[config.mk]
export PLATFORM = sky130hd
export DESIGN_NAME = apb_master_bridge
export DESIGN_NICKNAME = d
export VERILOG_FILES = /design/src/rtl/apb_pkg.sv /design/src/rtl/apb_slave_mux.sv /design/src/rtl/apb_master_bridge.sv
export SDC_FILE = /design/constraint.sdc
export NUM_CORES = 1
export LEC_CHECK = 0
export ABC_AREA = 1
export BUFFER_PORTS_ARGS = -buffer_cell sky130_fd_sc_hd__buf_2
export CORE_ASPECT_RATIO = 1.4
export CORE_MARGIN = 5
export CORE_UTILIZATION = 25
export CTS_BUF_LIST = sky130_fd_sc_hd__clkbuf_8 sky130_fd_sc_hd__clkbuf_16
export CTS_CLUSTER_DIAMETER = 40
export DETAILED_ROUTE_END_ITERATION = 10
export PLACE_DENSITY = 0.56
export SYNTH_ARGS = -nofsm -noshare
export SYNTH_HDL_FRONTEND = slang
export SYNTH_SLANG_ARGS = --single-unit
[constraint.sdc]
create_clock -name clk -period 1.35 [get_ports clk]
set_input_delay 0.27 -clock clk [delete_from_list [all_inputs] [get_ports clk]]
set_output_delay 0.27 -clock clk [all_outputs]
set_load 0.005 [all_outputs]
[src/rtl/apb_pkg.sv]
// apb_pkg: shared FSM state type and select-width helper for the APB master bridge
package apb_pkg;
  typedef enum logic [1:0] {IDLE, SETUP, ACCESS, RESP} state_t;
  function automatic int sel_w(input int n);
    return (n <= 1) ? 1 : $clog2(n);
  endfunction
endpackage

[src/rtl/apb_slave_mux.sv]
// apb_slave_mux: picks prdata/pready/pslverr of slave idx; out-of-range idx yields zeros
//  idx     in   SEL_W            selected slave
//  prdata  in   NUM_SLV*DATA_W   per-slave read data
//  pready  in   NUM_SLV          per-slave ready
//  pslverr in   NUM_SLV          per-slave error
//  rdata/ready/err  out          selected slave's signals
module apb_slave_mux #(
  parameter int NUM_SLV = 2,
  parameter int DATA_W = 8,
  parameter int SEL_W = 1
) (
  input  logic [SEL_W-1:0]          idx,
  input  logic [NUM_SLV*DATA_W-1:0] prdata,
  input  logic [NUM_SLV-1:0]        pready,
  input  logic [NUM_SLV-1:0]        pslverr,
  output logic [DATA_W-1:0]         rdata,
  output logic                      ready,
  output logic                      err
);
  always_comb begin
    rdata = '0;
    ready = 1'b0;
    err = 1'b0;
    for (int i = 0; i < NUM_SLV; i++) begin
      if (idx == SEL_W'(i)) begin
        rdata = prdata[i*DATA_W +: DATA_W];
        ready = pready[i];
        err = pslverr[i];
      end
    end
  end
endmodule

[src/rtl/apb_master_bridge.sv]
// apb_master_bridge: valid/ready request port to multi-slave APB master with decode error and timeout
//  clk, preset                  clock, async active-high reset
//  req_valid/ready/write/addr/wdata   request port (ready only in IDLE)
//  rsp_valid/rdata/err          one-cycle response
//  psel/penable/pwrite/paddr/pwdata   APB master outputs
//  prdata/pready/pslverr        per-slave APB inputs
module apb_master_bridge
  import apb_pkg::*;
#(
  parameter int ADDR_W = 8,
  parameter int DATA_W = 8,
  parameter int NUM_SLV = 2,
  parameter int TIMEOUT = 15
) (
  input  logic                      clk,
  input  logic                      preset,
  input  logic                      req_valid,
  output logic                      req_ready,
  input  logic                      req_write,
  input  logic [ADDR_W-1:0]         req_addr,
  input  logic [DATA_W-1:0]         req_wdata,
  output logic                      rsp_valid,
  output logic [DATA_W-1:0]         rsp_rdata,
  output logic                      rsp_err,
  output logic [NUM_SLV-1:0]        psel,
  output logic                      penable,
  output logic                      pwrite,
  output logic [ADDR_W-1:0]         paddr,
  output logic [DATA_W-1:0]         pwdata,
  input  logic [NUM_SLV*DATA_W-1:0] prdata,
  input  logic [NUM_SLV-1:0]        pready,
  input  logic [NUM_SLV-1:0]        pslverr
);
  localparam int SEL_W = sel_w(NUM_SLV);
  localparam int CNT_W = $clog2(TIMEOUT + 1);
  state_t state, state_n;
  logic [CNT_W-1:0] cnt, cnt_n;
  logic err_q, err_n, pwrite_n, dec_err, s_ready, s_err;
  logic [DATA_W-1:0] rdata_q, rdata_n, pwdata_n, s_rdata;
  logic [ADDR_W-1:0] paddr_n;
  logic [SEL_W-1:0] idx, req_idx;
  // The latched paddr carries the slave index for the whole transfer.
  assign req_idx = (NUM_SLV == 1) ? '0 : req_addr[ADDR_W-1 -: SEL_W];
  assign idx = (NUM_SLV == 1) ? '0 : paddr[ADDR_W-1 -: SEL_W];
  assign dec_err = 32'(req_idx) >= NUM_SLV;
  apb_slave_mux #(.NUM_SLV(NUM_SLV), .DATA_W(DATA_W), .SEL_W(SEL_W)) u_mux (
    .idx(idx), .prdata(prdata), .pready(pready), .pslverr(pslverr),
    .rdata(s_rdata), .ready(s_ready), .err(s_err)
  );
  assign req_ready = state == IDLE;
  assign rsp_valid = state == RESP;
  assign rsp_err = rsp_valid & err_q;
  assign rsp_rdata = (rsp_valid && !err_q && !pwrite) ? rdata_q : '0;
  assign penable = state == ACCESS;
  assign psel = (state == SETUP || state == ACCESS) ? NUM_SLV'(1) << idx : '0;
  always_comb begin
    state_n = state;
    cnt_n = cnt;
    err_n = err_q;
    rdata_n = rdata_q;
    paddr_n = paddr;
    pwdata_n = pwdata;
    pwrite_n = pwrite;
    case (state)
      IDLE: if (req_valid) begin
        paddr_n = req_addr;
        pwdata_n = req_wdata;
        pwrite_n = req_write;
        err_n = dec_err;
        rdata_n = '0;
        state_n = dec_err ? RESP : SETUP;
      end
      SETUP: state_n = ACCESS;
      ACCESS: if (s_ready) begin
        state_n = RESP;
        err_n = s_err;
        rdata_n = pwrite ? '0 : s_rdata;
        cnt_n = '0;
      end else if (cnt == CNT_W'(TIMEOUT)) begin
        state_n = RESP;
        err_n = 1'b1;
        cnt_n = '0;
      end else begin
        cnt_n = cnt + 1'b1;
      end
      default: state_n = IDLE;
    endcase
  end
  always_ff @(posedge clk or posedge preset) begin
    if (preset) begin
      state <= IDLE;
      cnt <= '0;
      err_q <= 1'b0;
      rdata_q <= '0;
      paddr <= '0;
      pwdata <= '0;
      pwrite <= 1'b0;
    end else begin
      state <= state_n;
      cnt <= cnt_n;
      err_q <= err_n;
      rdata_q <= rdata_n;
      paddr <= paddr_n;
      pwdata <= pwdata_n;
      pwrite <= pwrite_n;
    end
  end
endmodule

==> results of run 1 <==
-- repair_timing --
item / CTS / global route
endpoints found under the setup margin: 42 / 43
gates resized for setup: 29 / 38
pin swaps: 6 / 9
buffers inserted: 4 / 3
cloned: 0 / 2
-- Yosys cell counts (all sizes together) --
cell and count:
nand2 46, dfrtp 32, inv 23, nor2 19, mux2 15, o21ai 12
a21oi 9, nand3 8, buf 4, ha 4, nor3 2, clkbuf 1
xnor2 1, xor2 1
-- worst reg2reg max path: stages (launching register included) --
cell	delay [ns]
dfrtp_2	0.44
buf_4	0.15
ha_4	0.16
buf_8	0.14
o21ai_4	0.16
nor2_4	0.06
buf_12	0.14
nand2_1	0.05
o21ai_0	0.08
-- cell usage in the layout, fill, tap and decap left out, drive strengths merged --
cell	Yosys	layout
a21oi	9	9
buf	4	88
clkbuf	1	5
clkinv	0	1
dfrtp	32	32
ha	4	4
inv	23	24
mux2	15	15
nand2	46	48
nand3	8	8
nor2	19	19
nor3	2	2
o21ai	12	12
xnor2	1	1
xor2	1	1
-- cell families after synthesis --
kind of cell / after synthesis
simple gates: 75
flops: 32
buf+inv: 28
compound gates: 21
mux: 15
fa+ha+maj: 4
xor+xnor: 2
-- cell type report --
cell class / instances / share of cell area
tap: 72 / 0.0359
inverter: 23 / 0.0354
clock buffer: 5 / 0.0274
sequential: 32 / 0.320
timing repair buffer: 88 / 0.217
clock inverter: 2 / 0.00349
multi-input combinational: 119 / 0.361
-- metal layers --
layer  GRT usage  up-vias
li1            -      740
met1       0.129      689
met2       0.194       46
met3      0.0416        7
met4      0.0369        2
met5           0        -
-- sequential cells by signal, indices dropped and copies added (netlist names) --
name     flops
pwdata       8
pwrite       1
rdata_q      8
state        2
paddr        8
cnt          4
err_q        1
-- power breakdown --
part | switching [W] | internal [W]
logic | 0.00159 | 0.00162
clock network | 0.000335 | 0.000342
registers | 0.000267 | 0.00140
total | 0.00219 | 0.00336
-- stage by stage --
step | cells | total power (W) | cell area [sq um]
3_3_place_gp | 326 | 0.00379 | 2100
4_1_cts | 336 | 0.00505 | 2310
6_report | 341 | 0.00555 | 2510
5_1_grt | 341 | 0.00601 | 2510
3_5_place_dp | 326 | 0.00385 | 2100
2_1_floorplan | 177 | 0.00299 | 1600
-- path summary, 6_finish.rpt --
| check | startpoint | end | slack, ns | cells past startpoint |
|---|---|---|---|---|
| min in group clk | req_wdata[1] | pwdata[1] | 0.22 | 2 |
| setup reg to reg | state[1] | rdata_q[0] | -0.15 | 8 |
| hold / removal | preset | paddr[5] | 0.07 | 3 |
| hold reg to reg | pwdata[7] | pwdata[7] | 0.50 | 1 |
| setup / recovery | state[1] | penable | -0.20 | 4 |
| max in group asynchronous | preset | err_q | 0.95 | 3 |
==> results.yml, run 1 <==
run_status:
  status: "finished with violations"
  violations: "setup timing"
route:
  route.vias.total: 1484
  ant_nets: 0
  wl_met1_mm: 1.82
  drt-pass1-iter-count: 4
  drt_iter0_drc: 58
  viasPerCell: 4.35
  totalWireLength_mm: 4.74
  routed.top_layer: "met5"
  wl_per_cell_microns: 13.9
  met2_length_mm: 2.52
  route.met3.wl_microns: 320
  drc_errors: 0
sta:
  drv_slew: 0
  slew_headroom: 0.716
  final_hold_viol_count: 0
  rsz0062_at_grt: "true"
  fmax_mhz: 646
  tns_ns: -3.70
  worst_hold_slack_ns: 0.0681
  fin_crit_sh: 1.15
  setup_viol: 44
  clock-skew-final_ns: 0.00237
  worst_pin_slew_ns: 0.426
  period_minus_slack_ns: 1.55
  setup_ws_ns: -0.198
critical_path:
  path_buf_inv: 3
  crit_slowest_cell: "dfrtp_2"
  crit_required_ns: 1.08
  critical_path_class: "register to output port"
  cp.arrival_ns: 1.28
  crit_path_start_kind: "register"
  cp_top_family: "flip-flops"
  path_common_cell: "buf_4"
  crit_chain: "buf_4, ha_4, buf_4, buf_2"
  crit_path_max_incr_delay_ns: 0.44
  critPathMaxFanout: 4
  cp-end-kind: "output port"
clock_tree:
  cts_max_level: 2
  clk_path_buf_depth: 2
  clk-insertion-delay-late_ns: 0.28
  cts_tree: "yes"
  cts.sinks: 32
  cts-buffers-inserted: 5
  hold_buffers: 0
  clk_pin_slew_ns: 0.06
  ctsRootBufferMaster: "clkbuf_8"
power:
  ir_worst_vdd_mv: 0.893
  power_density_mw_per_mm2: 2210
  leakage_nw: 1.25
cells_and_area:
  nets: 313
  register_area_sq_um: 805
  drive_gt1_frac: 0.550
  nFillCells: 632
  syn_to_final_growth_pct: 58.4
  num_antenna_cells: 0
  fin_util: 0.405
  multiInputGateArea_sq_um: 907
die:
  std_cell_rows: 34
  die_h_microns: 104
  start_util: 0.255
  ios: 71
  die_w_microns: 77.3
  die_area_sq_mm: 0.00806
  core_sq_mm: 0.00621
grt:
  antenna_found_initial: 1
  grt_overflow_total: 0
  grt_max_degree: 33
  grt_pass1_vias: 1513
  grt_pass1_wl_mm: 7.33
  grt_util_all_layers: 0.113
yosys:
  syn_nets: 221
  muxShareOfSynthArea: 0.106
  avgSynthCellArea_sq_um: 8.96
  yosys_warnings: 0
  synth.area.top_cells: "dfrtp_1 50%, mux2_2 11%, nand2_1 11%, inv_1 5.4%, nor2_1 4.0%"
  synth-seq-area-share: 0.505
  synth_xor_xnor_area_share: 0.0110
  synth_compound_area_frac: 0.0686
  netlist-cell-type-count: 21
  yosys_register_bits: 32
  synth_top_family_by_area: "simple AND/OR/NAND/NOR gates"
  synth_cells: 177
  yosys.area.top_type: "dfrtp_1"
  synthAdderAreaFrac: 0.0315
  yosys.area.top_type_share: 0.505
  mappedNetlistArea_sq_mm: 0.00159
  yosys.area_share.simple: 0.196
placed_design:
  dp_hpwl_mm: 3.26
  io_buffers: 70
  gp_congestion: 0.747
  dp_slack_ns: -0.165
hold_path:
  min_path_type: "input pin to async pin"
run:
  maxCapViolCount: 0
(Power assumes the default switching activity.)
==> run 2, diff against run 1 <==
--- a/config.mk
+++ b/config.mk
@@ -7,13 +7,15 @@
 export LEC_CHECK = 0
 export ABC_AREA = 1
 export BUFFER_PORTS_ARGS = -buffer_cell sky130_fd_sc_hd__buf_2
+export CELL_PAD_IN_SITES_DETAIL_PLACEMENT = 1
+export CELL_PAD_IN_SITES_GLOBAL_PLACEMENT = 1
 export CORE_ASPECT_RATIO = 1.4
 export CORE_MARGIN = 5
 export CORE_UTILIZATION = 25
 export CTS_BUF_LIST = sky130_fd_sc_hd__clkbuf_8 sky130_fd_sc_hd__clkbuf_16
 export CTS_CLUSTER_DIAMETER = 40
 export DETAILED_ROUTE_END_ITERATION = 10
-export PLACE_DENSITY = 0.56
+export PLACE_DENSITY = 0.68
 export SYNTH_ARGS = -nofsm -noshare
 export SYNTH_HDL_FRONTEND = slang
 export SYNTH_SLANG_ARGS = --single-unit
==> constraint.sdc (replaced) <==
create_clock -name clk -period 1.85 [get_ports clk]
set_input_delay 0.37 -clock clk [delete_from_list [all_inputs] [get_ports clk]]
set_output_delay 0.37 -clock clk [all_outputs]
set_load 0.005 [all_outputs]
==> results.yml, run 2 (synthesis results as in run 1) <==
cells_and_area:
  fin_util: 0.344
  layout.cells.non_filler: 325
  nets: 296
  syn_to_final_growth_pct: 34.8
  mostFrequentLayoutCells: "70 x buf_2, 44 x nand2_1, 32 x dfrtp_1, 23 x inv_1, 17 x nor2_1"
  num_antenna_cells: 0
  largest_registers: "paddr (8), pwdata (8), rdata_q (8)"
  design_area_sq_mm: 0.00214
  nFillCells: 768
  drive_gt1_frac: 0.407
  final_common_cell: "buf_2"
critical_path:
  crit_required_ns: 1.48
  cp_top_family: "flip-flops"
  critPathMaxFanout: 8
  crit_slowest_cell: "dfrtp_1"
  critical_path_class: "register to output port"
  crit_chain: "ha_2, nand2_2, nor2_1, buf_2"
  crit_path_max_incr_delay_ns: 0.42
  cp-end-kind: "output port"
  crit_path_start_kind: "register"
  cp.arrival_ns: 1.37
  path_buf_inv: 1
placed_design:
  postPlaceCellArea_sq_mm: 0.00201
  gp_congestion: 0.742
  dp.cells: 317
  io_buffers: 70
  dp_hpwl_mm: 3.33
sta:
  clock-skew-final_ns: 0.00395
  tns_ns: 0
  rsz0062_at_grt: "false"
  worst_hold_slack_ns: 0.164
  slew_headroom: 0.711
  fin_crit_sh: 0.942
  final_hold_viol_count: 0
  worst_pin_slew_ns: 0.432
  fmax_mhz: 574
  setup_viol: 0
  drv_slew: 0
  period_minus_slack_ns: 1.74
grt:
  grt_pass1_wl_mm: 7.16
  grt_max_degree: 33
  antenna_found_initial: 0
  grt_overflow_total: 0
  grt_pass1_vias: 1556
  grt_util_all_layers: 0.108
run:
  maxCapViolCount: 0
die:
  core_sq_mm: 0.00621
  std_cell_rows: 34
  ios: 71
  die_area_sq_mm: 0.00806
  start_util: 0.255
  die_w_microns: 77.3
  die_h_microns: 104
clock_tree:
  cts-buffers-inserted: 5
  ctsRootBufferMaster: "clkbuf_8"
  hold_buffers: 0
  clk-insertion-delay-late_ns: 0.28
  cts_setup_buffers: 0
  cts_resized: 2
  cts_max_level: 2
  cts_tree: "yes"
  cts.sinks: 32
  clk_pin_slew_ns: 0.07
  clk_path_buf_depth: 2
power:
  power_density_mw_per_mm2: 1570
  leakage_nw: 1.13
  ir_worst_vdd_mv: 0.613
route:
  viasPerCell: 4.40
  drt_iter0_drc: 31
  drt-pass1-iter-count: 4
  wl_per_cell_microns: 13.1
  ant_nets: 0
  route.vias.total: 1429
  totalWireLength_mm: 4.26
  drc_errors: 0
hold_path:
  min_path_type: "input pin to async pin"
run_status:
  status: "finished clean"
## run 2: changes by cell type in the layout (fill, tap and decap cells not counted), sizes merged
cell and delta:
nand2 -2, buf -15, clkinv -1, bufinv +1
inv -1, clkbuf +2
## run 2: final cells by class
type	instances	area (sq um)	area share
Sequential cell	32	801	0.374
Inverter	23	86.3	0.0404
Timing Repair Buffer	73	373	0.174
Multi-Input combinational cell	117	662	0.310
Clock inverter	1	30.0	0.0140
Clock buffer	7	96.3	0.0451
Tap cell	72	90.1	0.0421
## run 2: layer usage
metal / vias up / wire (microns) / global-route usage / part of all wire
met1: 677 / 1780 / 0.120 / 0.42
met3: 5 / 308 / 0.0390 / 0.072
met2: 43 / 2120 / 0.187 / 0.50
li1: 704 / - / - / -
met4: 0 / 54 / 0.0369 / 0.013
met5: - / 0 / 0 / 0
## run 2: worst paths after layout
| path | startpoint | to | slack [ns] | cells past startpoint |
|---|---|---|---|---|
| max | state[1] | rsp_rdata[7] | 0.11 | 4 |
| max in group asynchronous | preset | paddr[2] | 1.38 | 3 |
| min reg2reg | paddr[5] | paddr[5] | 0.50 | 1 |
| min | preset | paddr[6] | 0.16 | 3 |
| min in group clk | req_addr[3] | paddr[3] | 0.32 | 2 |
| max reg2reg | state[0] | err_q | 0.24 | 7 |
## run 2: worst min-delay path, cell delays in order
cell and delay, ns:
buf_2 0.09, inv_1 0.04, buf_4 0.36
## run 2: through the flow
stage | worst slack, ns | total power [W]
after floorplan | 0.385 | 0.00216
after global placement | 0.209 | 0.00263
after detailed placement | 0.187 | 0.00269
after CTS | 0.0433 | 0.00345
after global routing | 0.000652 | 0.00368
final | 0.108 | 0.00337
## run 2: report_power, final
part / internal [W] / switching [W]
Clock: 0.000475 / 0.000260
Sequential: 0.00102 / 0.000183
Combinational: 0.000644 / 0.000787
Total: 0.00214 / 0.00123
==> run 3, diff against run 2 <==
--- a/config.mk
+++ b/config.mk
@@ -15,6 +15,7 @@
 export CTS_BUF_LIST = sky130_fd_sc_hd__clkbuf_8 sky130_fd_sc_hd__clkbuf_16
 export CTS_CLUSTER_DIAMETER = 40
 export DETAILED_ROUTE_END_ITERATION = 10
+export GPL_TIMING_DRIVEN = 0
 export PLACE_DENSITY = 0.68
 export SYNTH_ARGS = -nofsm -noshare
 export SYNTH_HDL_FRONTEND = slang
==> results.yml, run 3 (synthesis results as in run 1) <==
run_status:
  status: "finished clean"
critical_path:
  crit_start: "state[1]"
  cp.arrival_ns: 1.38
  crit_slowest_cell: "dfrtp_1"
  r2r_slack_ns: 0.20
  crit_required_ns: 1.48
  regToRegStartpoint: "state[0]"
  crit_path_max_incr_delay_ns: 0.39
  path_buf_inv: 1
  cp-endpoint: "rsp_rdata[7]"
  critPathMaxFanout: 8
  crit_chain: "ha_2, nand2_2, nor2_1, buf_2"
  cp-end-kind: "output port"
  crit_path_start_kind: "register"
  r2r_cells: 5
  rr_endpoint: "pwdata[5]"
  cp.depth: 4
  critical_path_class: "register to output port"
  cp_top_family: "flip-flops"
cells_and_area:
  largest_registers: "paddr (8), pwdata (8), rdata_q (8)"
  design_area_sq_mm: 0.00213
  final_common_cell: "buf_2"
  num_antenna_cells: 0
  fin_util: 0.343
  mostFrequentLayoutCells: "72 x buf_2, 44 x nand2_1, 32 x dfrtp_1, 22 x inv_1, 17 x nor2_1"
  multiInputGateArea_sq_um: 662
  drive_gt1_frac: 0.413
  nets: 298
  register_area_sq_um: 801
  syn_to_final_growth_pct: 34.1
  nFillCells: 772
route:
  ant_nets: 0
  drt_iter0_drc: 30
  viasPerCell: 4.43
  wl_per_cell_microns: 13.6
  drc_errors: 0
  drt-pass1-iter-count: 4
  totalWireLength_mm: 4.43
  route.vias.total: 1443
die:
  std_cell_rows: 34
  die_w_microns: 77.3
  core_sq_mm: 0.00621
  ios: 71
  die_area_sq_mm: 0.00806
  die_h_microns: 104
  start_util: 0.255
sta:
  period_minus_slack_ns: 1.75
  clock-skew-final_ns: 0.00351
  fin_crit_sh: 0.945
  slew_headroom: 0.538
  fmax_mhz: 572
  setup_ws_ns: 0.102
  setup_viol: 0
  worst_pin_slew_ns: 0.692
  final_hold_viol_count: 0
  tns_ns: 0
  drv_slew: 0
power:
  power_density_mw_per_mm2: 1550
  ir_worst_vdd_mv: 0.540
  leakage_nw: 1.12
  power.total_w: 0.00330
placed_design:
  gp_congestion: 0.695
  io_buffers: 70
  dp_slack_ns: 0.165
  postPlaceCellArea_sq_mm: 0.00203
  dp_hpwl_mm: 3.46
clock_tree:
  hold_buffers: 0
  clk_path_buf_depth: 2
  clk_pin_slew_ns: 0.07
  clk-insertion-delay-late_ns: 0.28
  ctsRootBufferMaster: "clkbuf_8"
  cts_setup_buffers: 0
  cts.sinks: 32
  cts_max_level: 2
  cts-buffers-inserted: 5
  cts_tree: "yes"
grt:
  grt_overflow_total: 0
  grt_max_degree: 33
  antenna_found_initial: 0
  grt_pass1_vias: 1608
  grt_pass1_wl_mm: 7.53
  grt_util_all_layers: 0.115
run:
  maxCapViolCount: 0
hold_path:
  min_path_type: "input pin to async pin"
[run 3: final cells by class]
class / count / share of cell area
Inverter: 23 / 0.0406
Clock buffer: 7 / 0.0453
Multi-Input combinational cell: 117 / 0.311
Sequential cell: 32 / 0.376
Timing Repair Buffer: 70 / 0.165
Buffer: 5 / 0.0200
Tap cell: 72 / 0.0423
[run 3: timing repair]
item / 4_1_cts / 5_1_grt
gates resized for setup: 1 / 1
pin swaps: 0 / 0
endpoints found under the setup margin: 6 / 2
[run 3: worst min-delay path by stage]
stage | start | endpoint | slack, ns | depth (start not counted)
6_report | preset | pwdata[3] | 0.19 | 2
5_1_grt | preset | pwdata[3] | 0.26 | 2
4_1_cts | req_addr[6] | paddr[6] | 0.31 | 2
3_5_place_dp | pwdata[4] | pwdata[4] | 0.49 | 1
3_3_place_gp | paddr[1] | paddr[1] | 0.48 | 1
2_1_floorplan | err_q | err_q | 0.46 | 2
[run 3: routing by layer]
metal  share of wire  vias to the layer above  global-route usage
li1                -                      712                   -
met1            0.39                      683               0.125
met2            0.52                       44               0.202
met3           0.078                        4              0.0451
met4          0.0097                        0              0.0369
met5               0                        -                   0
[run 3: power by group]
part / leakage, nW / switching (W) / internal [W]
Combinational: 0.675 / 0.000835 / 0.000690
Clock: 0.0503 / 0.000248 / 0.000331
Sequential: 0.398 / 0.000178 / 0.00102
[run 3: per-stage QoR]
step	hold slack, ns	instances
final	0.195	326
after global routing	0.260	326
after CTS	0.308	326
after detailed placement	0.493	319
after global placement	0.482	319
after floorplan	0.463	177
